===== config.mk =====
export PLATFORM = sky130hd
export DESIGN_NAME = lcd_command_sequencer
export DESIGN_NICKNAME = d
export VERILOG_FILES = /design/src/rtl/lcd_command_sequencer.sv
export SDC_FILE = /design/constraint.sdc
export NUM_CORES = 1
export LEC_CHECK = 0
export BUFFER_PORTS_ARGS = -buffer_cell sky130_fd_sc_hd__buf_4
export CORE_ASPECT_RATIO = 0.9
export CORE_UTILIZATION = 60
export DETAILED_ROUTE_END_ITERATION = 8
export PLACE_DENSITY = 0.87
export SYNTH_ARGS = -nofsm -noshare
export SYNTH_HDL_FRONTEND = slang
export SYNTH_SLANG_ARGS = --single-unit

===== constraint.sdc =====
create_clock -name clk -period 3.6 [get_ports clk]
set_clock_uncertainty 0.1 [all_clocks]
set_input_delay 0.72 -clock clk [delete_from_list [all_inputs] [get_ports clk]]
set_output_delay 0.72 -clock clk [all_outputs]
set_load 0.005 [all_outputs]

===== src/rtl/lcd_command_sequencer.sv =====
// Power-on init and 2x16 line refresh sequencer for an ST7032-class I2C LCD.
// Optional NACK retry is enabled by defining NACK_RETRY_EN.
module lcd_command_sequencer #(
  parameter logic [7:0] SLAVE_ADDR     = 8'h7C,
  parameter int         PWR_DLY_CYC    = 4_000_000,
  parameter int         CMD_DLY_CYC    = 3_000,
  parameter int         FOLLOW_DLY_CYC = 20_000_000,
  parameter int         CLR_DLY_CYC    = 110_000,
  parameter int         DLY_W          = 25,
  parameter int         MAX_RETRY      = 3
) (
  input  logic       clk,
  input  logic       rst_low,
  input  logic       buf_we,
  input  logic [4:0] buf_addr,
  input  logic [7:0] buf_data,
  input  logic       refresh,
  output logic       m_valid,
  output logic [7:0] m_byte,
  output logic       m_start,
  output logic       m_stop,
  input  logic       m_ready,
  input  logic       m_done,
  input  logic       m_nack,
  output logic       busy,
  output logic       init_done,
  output logic       err
);
  // state      | meaning
  // PWR_WAIT   | power-up delay after reset
  // INIT_TX    | sending one init command transaction
  // INIT_WAIT  | post-command delay
  // IDLE       | waiting for a refresh request
  // LINE_TX    | sending one display line
  // LINE_WAIT  | post-line delay
  // RETRY_WAIT | delay before resending a NACKed transaction
  // ERR        | aborted, left only by reset
  typedef enum logic [2:0] {
    S_PWR_WAIT, S_INIT_TX, S_INIT_WAIT, S_IDLE,
    S_LINE_TX, S_LINE_WAIT, S_RETRY_WAIT, S_ERR
  } state_t;

  localparam logic [DLY_W-1:0] PWR_TC    = DLY_W'(PWR_DLY_CYC - 1);
  localparam logic [DLY_W-1:0] CMD_TC    = DLY_W'(CMD_DLY_CYC - 1);
  localparam logic [DLY_W-1:0] FOLLOW_TC = DLY_W'(FOLLOW_DLY_CYC - 1);
  localparam logic [DLY_W-1:0] CLR_TC    = DLY_W'(CLR_DLY_CYC - 1);

  function automatic logic [7:0] init_cmd(input logic [3:0] idx);
    case (idx)
      4'd0:    init_cmd = 8'h38;
      4'd1:    init_cmd = 8'h39;
      4'd2:    init_cmd = 8'h14;
      4'd3:    init_cmd = 8'h70;
      4'd4:    init_cmd = 8'h56;
      4'd5:    init_cmd = 8'h6C;
      4'd6:    init_cmd = 8'h38;
      4'd7:    init_cmd = 8'h0C;
      default: init_cmd = 8'h01;
    endcase
  endfunction

  state_t           r_state, w_state_nxt;
  logic [DLY_W-1:0] r_cnt, w_tc;
  logic [3:0]       r_idx;
  logic             r_line, r_out, r_pend;
  logic [4:0]       r_pos;
  logic [7:0]       r_buf [32];
  logic [7:0]       w_cmd, w_byte;
  logic [3:0]       w_col;
  logic             w_done, w_last, w_dly_end, w_tx, w_nack_err;

  assign w_cmd     = init_cmd(r_idx);
  assign w_done    = r_out & m_done;
  assign w_tx      = (r_state == S_INIT_TX) || (r_state == S_LINE_TX);
  assign w_last    = (r_state == S_INIT_TX) ? (r_pos == 5'd2) : (r_pos == 5'd19);
  assign w_dly_end = (r_cnt == w_tc);
  assign w_col     = r_pos[3:0] - 4'd4;

`ifdef NACK_RETRY_EN
  localparam int RW = $clog2(MAX_RETRY + 2);
  logic [RW-1:0] r_retry;

  assign w_nack_err = (r_retry == RW'(MAX_RETRY));

  always_ff @(posedge clk or negedge rst_low) begin
    if (!rst_low)
      r_retry <= '0;
    else if (w_done && m_nack)
      r_retry <= r_retry + 1'b1;
    else if (w_done && w_last)
      r_retry <= '0;
  end
`else
  assign w_nack_err = 1'b1;
`endif

  always_ff @(posedge clk or negedge rst_low) begin
    if (!rst_low) r_state <= S_PWR_WAIT;
    else          r_state <= w_state_nxt;
  end

  always_comb begin
    w_state_nxt = r_state;
    case (r_state)
      S_PWR_WAIT:   if (w_dly_end) w_state_nxt = S_INIT_TX;
      S_INIT_TX, S_LINE_TX: begin
        if (w_done) begin
          if (m_nack)      w_state_nxt = w_nack_err ? S_ERR : S_RETRY_WAIT;
          else if (w_last) w_state_nxt = (r_state == S_INIT_TX) ? S_INIT_WAIT : S_LINE_WAIT;
        end
      end
      S_INIT_WAIT:  if (w_dly_end) w_state_nxt = (r_idx == 4'd8) ? S_IDLE : S_INIT_TX;
      S_IDLE:       if (r_pend) w_state_nxt = S_LINE_TX;
      S_LINE_WAIT:  if (w_dly_end) w_state_nxt = r_line ? S_IDLE : S_LINE_TX;
      S_RETRY_WAIT: if (w_dly_end) w_state_nxt = init_done ? S_LINE_TX : S_INIT_TX;
      default:      w_state_nxt = S_ERR;
    endcase
  end

  always_comb begin
    busy = (r_state != S_IDLE) && (r_state != S_ERR);
    case (r_state)
      S_PWR_WAIT:  w_tc = PWR_TC;
      S_INIT_WAIT: w_tc = (w_cmd == 8'h6C) ? FOLLOW_TC : (w_cmd == 8'h01) ? CLR_TC : CMD_TC;
      default:     w_tc = CMD_TC;
    endcase
    w_byte = SLAVE_ADDR;
    if (r_pos != 5'd0) begin
      if (r_state == S_INIT_TX)
        w_byte = (r_pos == 5'd1) ? 8'h00 : w_cmd;
      else begin
        case (r_pos)
          5'd1:    w_byte = 8'h80;
          5'd2:    w_byte = {1'b1, r_line, 6'b0};
          5'd3:    w_byte = 8'h40;
          default: w_byte = r_buf[{r_line, w_col}];
        endcase
      end
    end
  end

  always_ff @(posedge clk or negedge rst_low) begin
    if (!rst_low) begin
      r_cnt     <= '0;
      r_idx     <= '0;
      r_line    <= 1'b0;
      r_pos     <= '0;
      r_out     <= 1'b0;
      r_pend    <= 1'b0;
      m_valid   <= 1'b0;
      m_byte    <= 8'h00;
      m_start   <= 1'b0;
      m_stop    <= 1'b0;
      init_done <= 1'b0;
      err       <= 1'b0;
      for (int i = 0; i < 32; i++) r_buf[i] <= 8'h20;
    end else begin
      if (buf_we) r_buf[buf_addr] <= buf_data;
      // a refresh landing on the same edge as the clear must not be lost
      if (refresh)
        r_pend <= 1'b1;
      else if (r_state == S_IDLE && w_state_nxt == S_LINE_TX)
        r_pend <= 1'b0;
      if (w_state_nxt != r_state) begin
        r_cnt <= '0;
        r_pos <= '0;
      end else begin
        r_cnt <= r_cnt + DLY_W'(1);
        if (w_done && !m_nack) r_pos <= r_pos + 5'd1;
      end
      if (r_state == S_INIT_WAIT && w_state_nxt == S_INIT_TX) r_idx <= r_idx + 4'd1;
      if (r_state == S_IDLE && w_state_nxt == S_LINE_TX) r_line <= 1'b0;
      else if (r_state == S_LINE_WAIT && w_state_nxt == S_LINE_TX) r_line <= 1'b1;
      if (r_state == S_INIT_WAIT && w_state_nxt == S_IDLE) init_done <= 1'b1;
      if (w_state_nxt == S_ERR) err <= 1'b1;
      if (m_valid && m_ready) begin
        m_valid <= 1'b0;
        r_out   <= 1'b1;
      end else if (w_done) begin
        r_out <= 1'b0;
      end else if (w_tx && !m_valid && !r_out) begin
        m_valid <= 1'b1;
        m_byte  <= w_byte;
        m_start <= (r_pos == 5'd0);
        m_stop  <= w_last;
      end
    end
  end
endmodule


==> metrics.md <==
| Metric | Value |
|---|---|
| Outcome | finished clean |
| Post-CTS setup repair buffer count | 0 |
| Minimum clock period after layout | 3370 ps |
| WL final | 34400 microns |
| Post-synthesis instance area | 15000 sq um |
| Post-Synthesis Cells | 1140 |
| Layout Cells excl Fill | 1509 |
| Placer's final routability congestion estimate | 0.884 |
| Clock-pin slew on the worst setup and hold paths | 60 ps |
| Setup slack after layout | 233 ps |
| Highest Clock Rate | 297 MHz |
| Unrepaired setup endpoints after global routing | false |
| FFs w/ async S/R, synth | 100% |
| Overflow after GRT | 0 |
| Path type of the worst setup path | flip-flop to flip-flop |
| Critical Path Fanout Max | 25 |
| Register bit total from synthesis | 309 |
| Critical path launch point type | flip-flop |
| Total area of multi-input combinational cells | 6840 sq um |
| H-tree levels | 1 |
| TNS Setup | 0 ps |
| Slew of the pin with the lowest slew margin | 970 ps |
| Fill cells | 1684 |
| Share of the clock period used by the worst path | 93.5% |
| Clock insertion delay at the later pin of the skew report | 590 ps |
| Total global-route track usage | 27.7% |
| Pre-CTS setup slack | 189 ps |
| Antenna violations before repair | 0 |
| Crit path required time | 3940 ps |
| Hold Violations, Final | 0 |
| LEAKAGE | 0.00708 uW |
| Final design instance area without fill | 16600 sq um |
| Most frequent cells in the layout | sky130_fd_sc_hd__dfrtp_1, sky130_fd_sc_hd__mux2_2, sky130_fd_sc_hd__nor2_1 |
| Most common cell after layout, fill and taps aside | sky130_fd_sc_hd__dfrtp_1 |
| Slew Viols, Final | 0 |
| Worst min-delay path class | primary input to flip-flop |
| Via density | 6.47 |
| Post-DRT Antenna Nets | 0 |
| Total chip power | 10600 uW |
| Arrival time at the worst endpoint | 3700 ps |
| Number of buffers added by the clock tree synthesis step | 30 |
| Number of nets at the end of the flow | 1184 |
| Dpl cells | 1454 |
| Power density of the placed cells | 641 nW/um^2 |
| 1st-iter DRT viols | 743 |
| Sink count of the clock tree | 309 |
| Area used by sequential logic in the layout | 7780 sq um |
| Die width | 169 microns |
| IO Count | 34 |
| Largest net degree at the start of global routing | 113 |
| Global-route wire length before repair | 55400 microns |
| Maximum capacitance violations | 0 |
| Number of endpoints failing setup at the final stage | 0 |
| Number of port buffers | 33 |
| Via count of the first global-routing pass | 9909 |
| Number of different library cells in the post-synthesis netlist | 74 |
| Type of destination of the critical path | flip-flop |
| Largest voltage drop on the vdd net | 0.412 mV |
| Primary flip-flop cell chosen by synthesis mapping | sky130_fd_sc_hd__dfrtp_1 |
| Synthesized area per cell | 13.1 sq um |
| Placement-stage cell area | 15600 sq um |
| Maximum buffer depth of the clock tree | 3 |
| CTS tree | done |
| Final HPWL from detailed placement | 22300 microns |
| Std cell rows | 54 |
| Number of detailed-route iterations in the first pass | 5 |
| Syn nets | 1173 |
| Die ar. | 25600 sq um |
| Total number of vias | 9757 |
| Area Overhead vs Synth | 10.5% |
| Part of the Yosys area used for sequential elements | 51.9% |
| ANT cells | 0 |
| Proportion of layout cells with a drive suffix above 1 | 38.3% |
| Die height | 152 microns |
| Yosys warns | 0 |
| Root Buffer | sky130_fd_sc_hd__clkbuf_16 |
| # DRC | 0 |
| Placeable core region | 24400 sq um |
| Effective utilization at floorplan | 61.4% |
| Headroom to the max-slew limit | 35.1% |
| Number of enable-type register cells in the synthesized netlist | 0 |
| Routed length per instance | 22.8 microns |
-- synth_stat cells, types with 3 or more instances --
master	n	area, sq um
sky130_fd_sc_hd__o221ai_1	17	149
sky130_fd_sc_hd__dfstp_2	32	841
sky130_fd_sc_hd__o22ai_1	11	68.8
sky130_fd_sc_hd__inv_1	17	63.8
sky130_fd_sc_hd__nand4_1	7	43.8
sky130_fd_sc_hd__o31ai_1	5	37.5
sky130_fd_sc_hd__a221oi_1	11	96.3
sky130_fd_sc_hd__a211oi_1	4	30.0
sky130_fd_sc_hd__xnor2_1	17	149
sky130_fd_sc_hd__ha_1	13	163
sky130_fd_sc_hd__buf_2	16	80.1
sky130_fd_sc_hd__and3_1	8	50.1
sky130_fd_sc_hd__nor2_1	71	267
sky130_fd_sc_hd__nor3_1	12	60.1
sky130_fd_sc_hd__a22oi_1	5	37.5
sky130_fd_sc_hd__a21oi_1	16	80.1
sky130_fd_sc_hd__clkbuf_1	56	210
sky130_fd_sc_hd__a31oi_1	3	18.8
sky130_fd_sc_hd__and2_1	4	25.0
sky130_fd_sc_hd__a21o_1	3	22.5
sky130_fd_sc_hd__nor3b_1	5	37.5
sky130_fd_sc_hd__dfrtp_1	277	6930
sky130_fd_sc_hd__nand3_1	17	85.1
sky130_fd_sc_hd__nand2b_1	9	56.3
sky130_fd_sc_hd__mux2i_1	55	551
sky130_fd_sc_hd__mux2_2	257	2890
sky130_fd_sc_hd__mux4_2	41	923
sky130_fd_sc_hd__nand2_1	44	165
sky130_fd_sc_hd__xor2_1	15	131
sky130_fd_sc_hd__o21ai_0	23	115
sky130_fd_sc_hd__o21a_1	4	30.0
sky130_fd_sc_hd__nand3b_1	4	30.0
sky130_fd_sc_hd__nor2b_1	5	31.3
-- flip-flops by register name, summed over array words and instances (netlist names) --
| name | count |
|---|---|
| err | 1 |
| init_done | 1 |
| m_byte | 8 |
| m_start | 1 |
| m_stop | 1 |
| m_valid | 1 |
| r_buf | 256 |
| r_cnt | 25 |
| r_idx | 4 |
| r_line | 1 |
| r_out | 1 |
| r_pend | 1 |
| r_pos | 5 |
| r_state | 3 |
-- kinds of logic after synthesis --
family	Yosys count	synth area share, %
muxes	353	29.1
DFF	309	51.9
and+or+nand+nor	210	7.15
AOI/OAI and AO/OA	129	6.36
buffers and inverters	94	2.54
xor gates and xnor gates	32	1.87
adders and majority gates	13	1.09
-- cell type report --
class / instances / area share (%)
Tap cell: 336 / 2.54
Multi-Input combinational cell: 737 / 41.3
Clock inverter: 9 / 0.619
Inverter: 19 / 0.430
Timing Repair Buffer: 54 / 2.88
Clock buffer: 45 / 5.29
Sequential cell: 309 / 46.9
-- worst paths after layout --
| path | start | endpoint | slack, ps | cells after the start |
|---|---|---|---|---|
| max in group asynchronous | rst_low | r_buf[113] | 1820 | 3 |
| min in group asynchronous | rst_low | r_buf[90] | 590 | 2 |
| setup / recovery | r_idx[0] | r_cnt[5] | 230 | 10 |
| hold / removal | refresh | r_pend | 260 | 2 |
| setup reg to reg | r_idx[0] | r_cnt[5] | 230 | 10 |
| hold reg to reg | r_cnt[0] | r_cnt[0] | 370 | 1 |
-- critical path, stage by stage, from the launching register on --
cell                        delay, ps
sky130_fd_sc_hd__dfrtp_1          490
sky130_fd_sc_hd__inv_1            140
sky130_fd_sc_hd__ha_1             340
sky130_fd_sc_hd__or4b_1           570
sky130_fd_sc_hd__o21ba_1          260
sky130_fd_sc_hd__nand4b_4         190
sky130_fd_sc_hd__a2111oi_4        380
sky130_fd_sc_hd__a31o_2           280
sky130_fd_sc_hd__a211o_2          240
sky130_fd_sc_hd__buf_12           190
sky130_fd_sc_hd__nor2_1            60
-- power by group --
part           switching (uW)  total (uW)  internal, uW  leakage, uW
Combinational            1480        2880          1410      0.00274
Sequential                456        4650          4190      0.00387
Clock                    1330        3090          1760     0.000471
Total                    3270       10600          7360      0.00708
-- layer usage --
metal | routed length, microns | track usage (%) | up-vias | share of wire (%)
met2 | 16300 | 43.0 | 370 | 47
met3 | 2500 | 6.49 | 68 | 7.3
met5 | 0 | 0 | - | 0
li1 | - | - | 4206 | -
met1 | 14800 | 39.4 | 5113 | 43
met4 | 788 | 7.32 | 0 | 2.3
-- stage by stage --
stage	utilization (%)	hold WS (ps)
6_report	67.9	257
5_1_grt	67.9	250
4_1_cts	67.9	243
3_5_place_dp	63.8	352
3_3_place_gp	63.8	352
2_1_floorplan	-	324
-- what timing repair did --
action                                  CTS  global route
endpoints found under the setup margin    0            25
resized for setup                         0             2
hold buffers                              1             0
endpoints found under the hold margin     7             0
Power figures use the tool's default switching activity.
